### config.mk
export PLATFORM = sky130hd
export DESIGN_NAME = pong_match_ctrl
export DESIGN_NICKNAME = d
export VERILOG_FILES = /design/src/rtl/pong_match_ctrl.sv
export SDC_FILE = /design/constraint.sdc
export NUM_CORES = 1
export LEC_CHECK = 0
export CORE_ASPECT_RATIO = 0.6
export CORE_MARGIN = 1
export CORE_UTILIZATION = 49
export CTS_BUF_LIST = sky130_fd_sc_hd__clkbuf_4 sky130_fd_sc_hd__clkbuf_8
export DETAILED_ROUTE_END_ITERATION = 10
export PLACE_DENSITY = 0.75
export SLEW_MARGIN = 20
export SYNTH_ARGS = -nofsm -noshare
export SYNTH_HDL_FRONTEND = slang
export SYNTH_SLANG_ARGS = --single-unit
### constraint.sdc
create_clock -name clk -period 1.8 [get_ports clk]
set_clock_uncertainty 0.15 [all_clocks]
set_input_delay 0.36 -clock clk [delete_from_list [all_inputs] [get_ports clk]]
set_output_delay 0.36 -clock clk [all_outputs]
set_load 0.01 [all_outputs]
### src/rtl/pong_match_ctrl.sv
// Match-level sequencer for pong: serve, rally, point pause, game over.
// Drives datapath enables, serve direction, both scores and the winner.
//
// Ports:
//   clk         pixel-domain clock, shared with the ball/paddle datapath
//   reset       asynchronous, active-low
//   frame_tick  one-clk pulse per frame (datapath animate strobe)
//   launch      launch button level (synchronised, debounced)
//   left_hit    ball at left wall, level, held until ball_reset
//   right_hit   ball at right wall, level, held until ball_reset
//   state       IDLE=0 SERVE=1 PLAY=2 POINT=3 GAMEOVER=4
//   ball_reset  hold ball and paddles at serve positions
//   play_en     ball/paddle motion enabled
//   serve_dir   0 = serve rightward, 1 = serve leftward
//   score_p1    left player score
//   score_p2    right player score
//   game_over   match finished
//   winner      00 none, 01 p1, 10 p2

module pong_match_ctrl #(
    parameter int WIN_SCORE    = 11,
    parameter int SERVE_FRAMES = 180,
    parameter int POINT_FRAMES = 60
) (
    input  logic       clk,
    input  logic       reset,
    input  logic       frame_tick,
    input  logic       launch,
    input  logic       left_hit,
    input  logic       right_hit,
    output logic [2:0] state,
    output logic       ball_reset,
    output logic       play_en,
    output logic       serve_dir,
    output logic [4:0] score_p1,
    output logic [4:0] score_p2,
    output logic       game_over,
    output logic [1:0] winner
);

    typedef enum logic [2:0] {
        S_IDLE     = 3'd0,
        S_SERVE    = 3'd1,
        S_PLAY     = 3'd2,
        S_POINT    = 3'd3,
        S_GAMEOVER = 3'd4
    } state_e;

    localparam logic [4:0] WIN        = 5'(WIN_SCORE);
    localparam bit         AUTO_SERVE = (SERVE_FRAMES != 0);
    localparam logic [7:0] SERVE_LAST = 8'(SERVE_FRAMES - 1);
    localparam logic [7:0] POINT_LAST = 8'(POINT_FRAMES - 1);

    state_e     st_q;
    logic       launch_q;
    logic [7:0] frame_cnt;

    logic launch_rise;
    logic serve_due;
    logic point_due;
    logic p1_won;
    logic p2_won;

    assign launch_rise = launch & ~launch_q;
    assign serve_due   = AUTO_SERVE && frame_tick
                         && (frame_cnt == SERVE_LAST);
    assign point_due   = frame_tick && (frame_cnt == POINT_LAST);
    assign p1_won      = (score_p1 == WIN);
    assign p2_won      = (score_p2 == WIN);

    // Enables decode straight from the state register so an
    // asynchronous reset drops play_en without waiting for a clock.
    assign state      = st_q;
    assign play_en    = (st_q == S_PLAY);
    assign ball_reset = (st_q != S_PLAY);
    assign game_over  = (st_q == S_GAMEOVER);

    always_ff @(posedge clk or negedge reset) begin
        if (!reset) begin
            st_q      <= S_IDLE;
            // Treat the button as already pressed so a press held
            // through reset does not start a match.
            launch_q  <= 1'b1;
            frame_cnt <= 8'd0;
            score_p1  <= 5'd0;
            score_p2  <= 5'd0;
            serve_dir <= 1'b0;
            winner    <= 2'b00;
        end else begin
            launch_q <= launch;

            if (frame_tick)
                frame_cnt <= frame_cnt + 8'd1;

            case (st_q)
                S_IDLE, S_GAMEOVER: begin
                    if (launch_rise) begin
                        st_q      <= S_SERVE;
                        frame_cnt <= 8'd0;
                        score_p1  <= 5'd0;
                        score_p2  <= 5'd0;
                        serve_dir <= 1'b0;
                        winner    <= 2'b00;
                    end
                end

                S_SERVE: begin
                    // Button and auto-serve landing together is
                    // still a single move to PLAY.
                    if (launch_rise || serve_due)
                        st_q <= S_PLAY;
                end

                S_PLAY: begin
                    if (left_hit && right_hit) begin
                        // Simultaneous walls: replay the point.
                        st_q      <= S_POINT;
                        frame_cnt <= 8'd0;
                    end else if (right_hit) begin
                        if (score_p1 != WIN)
                            score_p1 <= score_p1 + 5'd1;
                        serve_dir <= 1'b0;
                        st_q      <= S_POINT;
                        frame_cnt <= 8'd0;
                    end else if (left_hit) begin
                        if (score_p2 != WIN)
                            score_p2 <= score_p2 + 5'd1;
                        serve_dir <= 1'b1;
                        st_q      <= S_POINT;
                        frame_cnt <= 8'd0;
                    end
                end

                S_POINT: begin
                    if (point_due) begin
                        if (p1_won || p2_won) begin
                            st_q   <= S_GAMEOVER;
                            winner <= p1_won ? 2'b01 : 2'b10;
                        end else begin
                            st_q      <= S_SERVE;
                            frame_cnt <= 8'd0;
                        end
                    end
                end

                default: st_q <= S_IDLE;
            endcase
        end
    end

endmodule

# --- Yosys cells after proc, flatten, opt, wreduce, memory -nomap -nowiden ---
# Index checks and enable logic that the tools add are counted.
word_totals:
  reg_bits: 25
  inputBits: 6
classes:
  n_bitwise: 2
  eq_ne: 23
  n_addsub: 3
  reduce_logical: 14
  mux: 36
op_table:
  columns: ["op", "n"]
  rows:
  - ["2-to-1 mux 8 bit", 7]
  - ["2-to-1 mux 5 bit", 8]
  - ["case mux 8 bit (3 select lines)", 1]
  - ["2-to-1 mux 3 bit", 7]
  - ["case mux 5 bit (2 select lines)", 2]
  - ["inequality test 2 bit, second input constant", 8]
  - ["case mux 3 bit (4 select lines)", 1]
  - ["AND reduction 4 bit", 3]
  - ["adder 5 x 1 -> 5 bit, second input constant", 2]
  - ["equality test 5 x 4 -> 1 bit, second input constant", 2]
  - ["inequality test 5 x 4 -> 1 bit, second input constant", 2]
  - ["adder 8 x 1 -> 8 bit, second input constant", 1]
  - ["equality test 8 x 6 -> 1 bit, second input constant", 1]
  - ["equality test 8 bit, second input constant", 1]
  - ["2-to-1 mux 2 bit", 4]
  - ["equality test 3 x 2 -> 1 bit, second input constant", 2]
  - ["AND reduction 6 bit", 1]
  - ["AND reduction 5 bit", 1]
  - ["2-to-1 mux 1 bit", 4]
  - ["inequality test 2 x 1 -> 1 bit, second input constant", 2]
  - ["inequality test 4 x 3 -> 1 bit, second input constant", 1]
  - ["case mux 2 bit (2 select lines)", 1]
  - ["nonzero test 2 bit", 2]
  - ["equality test 3 x 1 -> 1 bit, second input constant", 1]
  - ["10 further kinds", 13]

# --- Longest topological paths before layout ---
# Gate-level depths: netlist of run 1.
depth:
  word_depth: 6
  mapped_depth: 7

# --- Worst setup path after synthesis of run 1 ---
# Ideal clock, no wire load.
synth_timing:
  path_type: "register to register"
  from: "reg st_q[0], in the netlist state[0]"
  to: "reg score_p1[3]"
  stages_incl_launch_ff: 6
  setup_time_ps: 77
  setup_slack_ps: -83
  required_ps: 1573
  arrival_time_ps: 1655
  path_cell_list: "dfrtp_1 -> buf_4 -> nor4b_4 -> o2111ai_1 -> or3_1 -> a21oi_1"
synth_between:
  elab_chain_cells: 4
synth_rtl:
  columns: ["item", "line", "text"]
  rows:
  - ["start: declaration", "54", "state_e st_q;"]
  - ["start signal: assignment", "80", "st_q <= S_IDLE;"]
  - ["start signal: assignment", "98", "st_q <= S_SERVE;"]
  - ["start signal: assignment", "111", "st_q <= S_PLAY;"]
  - ["equality test 3 bit or zero test 3 bit (tied branches)", "95", "case (st_q)"]
  - ["OR reduction 2 bit", "95", null]
  - ["inequality test 2 bit (no source line) or nonzero test 2 bit (tied branches)", null, null]
  - ["AND reduction 5 bit (no source line)", null, null]
  - ["end signal: assignment", "121", "score_p1 <= score_p1 + 5'd1;"]
  - ["end: declaration", "35", "output logic [4:0] score_p1,"]
# Several ways; a longest one is shown, not always the timed one.
# A chain may end at the register's enable or synchronous reset.

# --- Worst setup path in the final report of run 1 ---
layout_timing:
  from: "reg frame_cnt[2]"
  to: "reg winner[1]"
layout_between:
  elab_chain_cells: 4
layout_rtl:
  columns: ["item", "line", "text"]
  rows:
  - ["start: declaration", "56", "logic [7:0] frame_cnt;"]
  - ["start signal: assignment", "93", "frame_cnt <= frame_cnt + 8'd1;"]
  - ["equality test 8 x 6 -> 1 bit", "67", "assign point_due = frame_tick && (frame_cnt == POINT_LAST);"]
  - ["logical AND 1 bit", "67", null]
  - ["inequality test 2 bit (no source line)", null, null]
  - ["AND reduction 4 bit (no source line)", null, null]
  - ["end signal: assignment", "138", "winner <= p1_won ? 2'b01 : 2'b10;"]
  - ["end: declaration", "38", "output logic [1:0] winner"]
# No other way between the ends.

==> metrics.md, run 1 <==
| Metric | Value |
|---|---|
| GRT Overall Usage | between 30% and 40% |
| WL final | 5.742 mm |
| Delay-heaviest family, CP | compound AO/OA/AOI/OAI gates |
| Port Buffers | 24 |
| CP Cell Sequence | or4b_4, o21ai_1, a21oi_1, a311oi_1 |
| TritonCTS Sinks | 25 |
| Total CTS buffers | 3 |
| Hold crit path type | in -> reg |
| Achievable Freq | 501.1 MHz |
| CP Capture Type | register |
| RePlAce Congestion | 0.8695 |
| CP max FO | 4 |
| # IOs | 25 |
| Row cnt | 14 |
| Post-synth top flop | dfrtp_1 |
| Status | finished, violations left |
| FF/Latch Area | 630.6 µm² |
| Final ANT Viol Nets | 0 |
| Met2 wire length | 2.639 mm |
| Worst Setup EP | winner[1]$_DFFE_PN0P_ |
| Placed inst area | 1971 µm² |
| Gate count after technology mapping | 148 |
| CTS tree | built |
| Reg2Reg Setup Slack | -0.20 ns |
| CP startpoint | frame_cnt[2]$_DFF_PN0_ |
| FF+latch count, synth | 25 |
| DR pass1 iterations | 7 |
| Clk Latency, worst-skew pair | about 0.28 ns |
| Hold Vio Cnt, Final | 0 |
| Min Hold Slack | 0.2023 ns |
| Area of the multi-input gates | 884.6 µm² |
| Die Wd | 71.44 µm |
| Largest net degree at the start of global routing | 26 |
| Layout area overhead | 65.67% |
| First-pass GRT wire length | 7.383 mm |
| Critical path depth | 4 |
| Metal3 WL | 624 µm |
| Wire per inst | 21.92 µm |
| GR Overflow Total | 0 |
| Failing checks | setup timing |
| Period utilisation layout | 110.9% |
| Met1 Routed Length | 2.211 mm |
| H-tree levels | 1 |
| Pwr dens | 1058 nW/µm² |
| Synth Cell Area | roughly 1400 µm² |
| Maxcap violations | 0 |
| Layout cell share with drive strength beyond 1 | 46.52% |
| Startpoint Class | register |
| Clock transition at path regs | ~0.090 ns |
| Antenna violations before repair | 0 |
| Max Used Layer | met4 |
| Sequential-to-total area share from yosys stat | 44.22% |
| Post-synth ARST share | 100.0% |
| Diodes inserted | 0 |
| Final WS setup | -0.1956 ns |
| Reg-to-reg endpoint | winner[1]$_DFFE_PN0P_ |
| Worst Tran Pin Value | 0.4248 ns |
| CP bufs+invs | 0 |
| Worst vdd ir | 784.5 µV |
| Syn Nets | between 150 and 200 |
| R2R depth | 4 |
| Die area | 3119 µm² |
| Worst r2r src | frame_cnt[2]$_DFF_PN0_ |
| Vias in the first global route | 1486 |
| Max Slew Vio Count | 0 |
| Filler Cell Count | 107 |
| Post-DP HPWL | 3.122 mm |
| Drt drc | 0 |
| Number of flops mapped to enable cells by yosys | 0 |
| Nets | 240 |
| Crit path max-delay cell type | or4b_4 |
| Slowest stage delay, CP | around 0.56 ns |
| WP data arrival | 2.02 ns |
| CP Class | reg -> reg |
| Design Area, Final | 2349 µm² |
| Initial Utilization | between 50% and 60% |
| Unique masters post-synth | 43 |
| Synth warn | 0 |
| Initial drt markers | 147 |
| Util after Layout | about nine tenths |
| Final setup viols | 22 |
| Clock tree buffer depth | 2 |
| Vias per cell | 6.588 |
| Syn Area/Cell | 9.578 µm² |
| Data required, critical path | 1.83 ns |
| Fin crit period | 1.996 ns |
| Relative slew margins | 71.49% |
| Tot Pwr | roughly 2.5 mW |
| Die Ht | 43.67 µm |
| CTS root buffer | clkbuf_8 |
| Via Count | 1726 |
| Core footprint | ~2600 µm² |
| Pleak | 1.091 nW |
| RSZ-0062 raised after global routing | yes |
-- placed cells by master (no fill, tap or decap), drive strengths merged, types with 2 or more instances in the layout --
master and instances:
nor2b 2, inv 3, or3 4, and4 2, o21ai 13, xor2 4
nor2 17, o2111ai 2, nand4bb 2, nor4b 3, a21oi 10, o211ai 2
nor3b 2, dfrtp 24, nand4 5, or4b 3, xnor2 4, nor3 3
nand3 5, dlymetal6s2s 2, dlygate4sd2 6, buf 63, o31ai 2, clkbuf 4
nand2 14, clkdlybuf4s50 13, ha 3
-- cell usage after synthesis, drive strengths merged (3+ instances only) --
cell type / number / area, µm²
a21oi: 10 / 53.80
clkbuf: 4 / 15.01
dfrtp: 24 / 600.6
ha: 3 / 37.54
inv: 3 / 11.26
nand2: 14 / 52.55
nand3: 5 / 25.02
nand4: 5 / 31.28
nor2: 17 / 63.81
nor3: 3 / 15.01
nor4b: 3 / 47.54
o21ai: 13 / 65.06
or3: 4 / 25.02
or4b: 3 / 33.78
xnor2: 4 / 35.03
xor2: 4 / 35.03
-- registers in the layout (all words and copies together), names as in the netlist --
register	flops
winner	2
score_p2	5
serve_dir	1
state	3
frame_cnt	8
score_p1	5
launch_q	1
-- kinds of logic (layout without fill, tap and decap cells) --
logic type	Yosys count	count (layout)	synth area share, %
AO/OA/AOI/OAI	35	35	16.59
XOR/XNOR	8	8	4.942
adder cells (fa/ha/maj)	3	3	2.648
buffers and inverters	9	91	2.736
flip-flops	25	25	44.22
multiplexers	1	1	0.7061
AND/OR/NAND/NOR	67	67	28.15
-- routing by layer --
metal | GRT usage (%) | vias to the layer above
met4 | 10.00 | 0
met2 | 49.52 | 142
met3 | 7.907 | 37
met5 | 0 | -
met1 | 44.23 | 843
li1 | - | 704
-- repair_timing --
action	CTS	global route
hold buffers	0	0
buffers inserted	10	16
pin swaps	7	13
resized for setup	40	33
setup endpoints to repair	32	29
-- area by class of cell --
| class | count | area share (%) |
|---|---|---|
| Clock buffer | 4 | 2.078 |
| Timing Repair Buffer | 84 | 31.11 |
| Inverter | 3 | 0.5860 |
| Multi-Input combinational cell | 114 | 37.67 |
| Sequential cell | 25 | 26.85 |
| Tap cell | 32 | 1.705 |
-- report_power, final --
group / switching, mW / internal (mW) / total, mW
clock: 0.186 / 0.174 / 0.360
combinational: 0.695 / 0.730 / 1.42
sequential: 0.0631 / 0.636 / 0.699
-- metrics by stage --
stage	setup TNS, ns	setup WS [ns]	instances
2_1_floorplan	-0.0007865	-0.0005678	148
3_3_place_gp	-5.905	-0.3008	238
3_5_place_dp	-8.367	-0.4155	238
4_1_cts	-1.133	-0.1681	248
5_1_grt	-3.308	-0.2298	262
6_report	-2.408	-0.1956	262
-- worst min path at each step --
stage | start | endpoint | slack [ns] | depth (start not counted)
final | launch | launch_q$_DFF_PN1_ | 0.20 | 1
after global routing | launch | launch_q$_DFF_PN1_ | 0.20 | 1
after CTS | launch | launch_q$_DFF_PN1_ | 0.21 | 1
after detailed placement | winner[0]$_DFFE_PN0P_ | winner[0]$_DFFE_PN0P_ | 0.37 | 2
after global placement | winner[0]$_DFFE_PN0P_ | winner[0]$_DFFE_PN0P_ | 0.34 | 2
after floorplan | reset | frame_cnt[0]$_DFF_PN0_ | -0.09 | 0
Note: power is estimated with default switching activity, not from simulation.
==> run 2: changes to the inputs <==
- CAP_MARGIN: unset -> 20
- SLEW_MARGIN: 20 -> 10
==> results of run 2 <==
No change in the layout: final DEF, timing and power equal those of run 1.
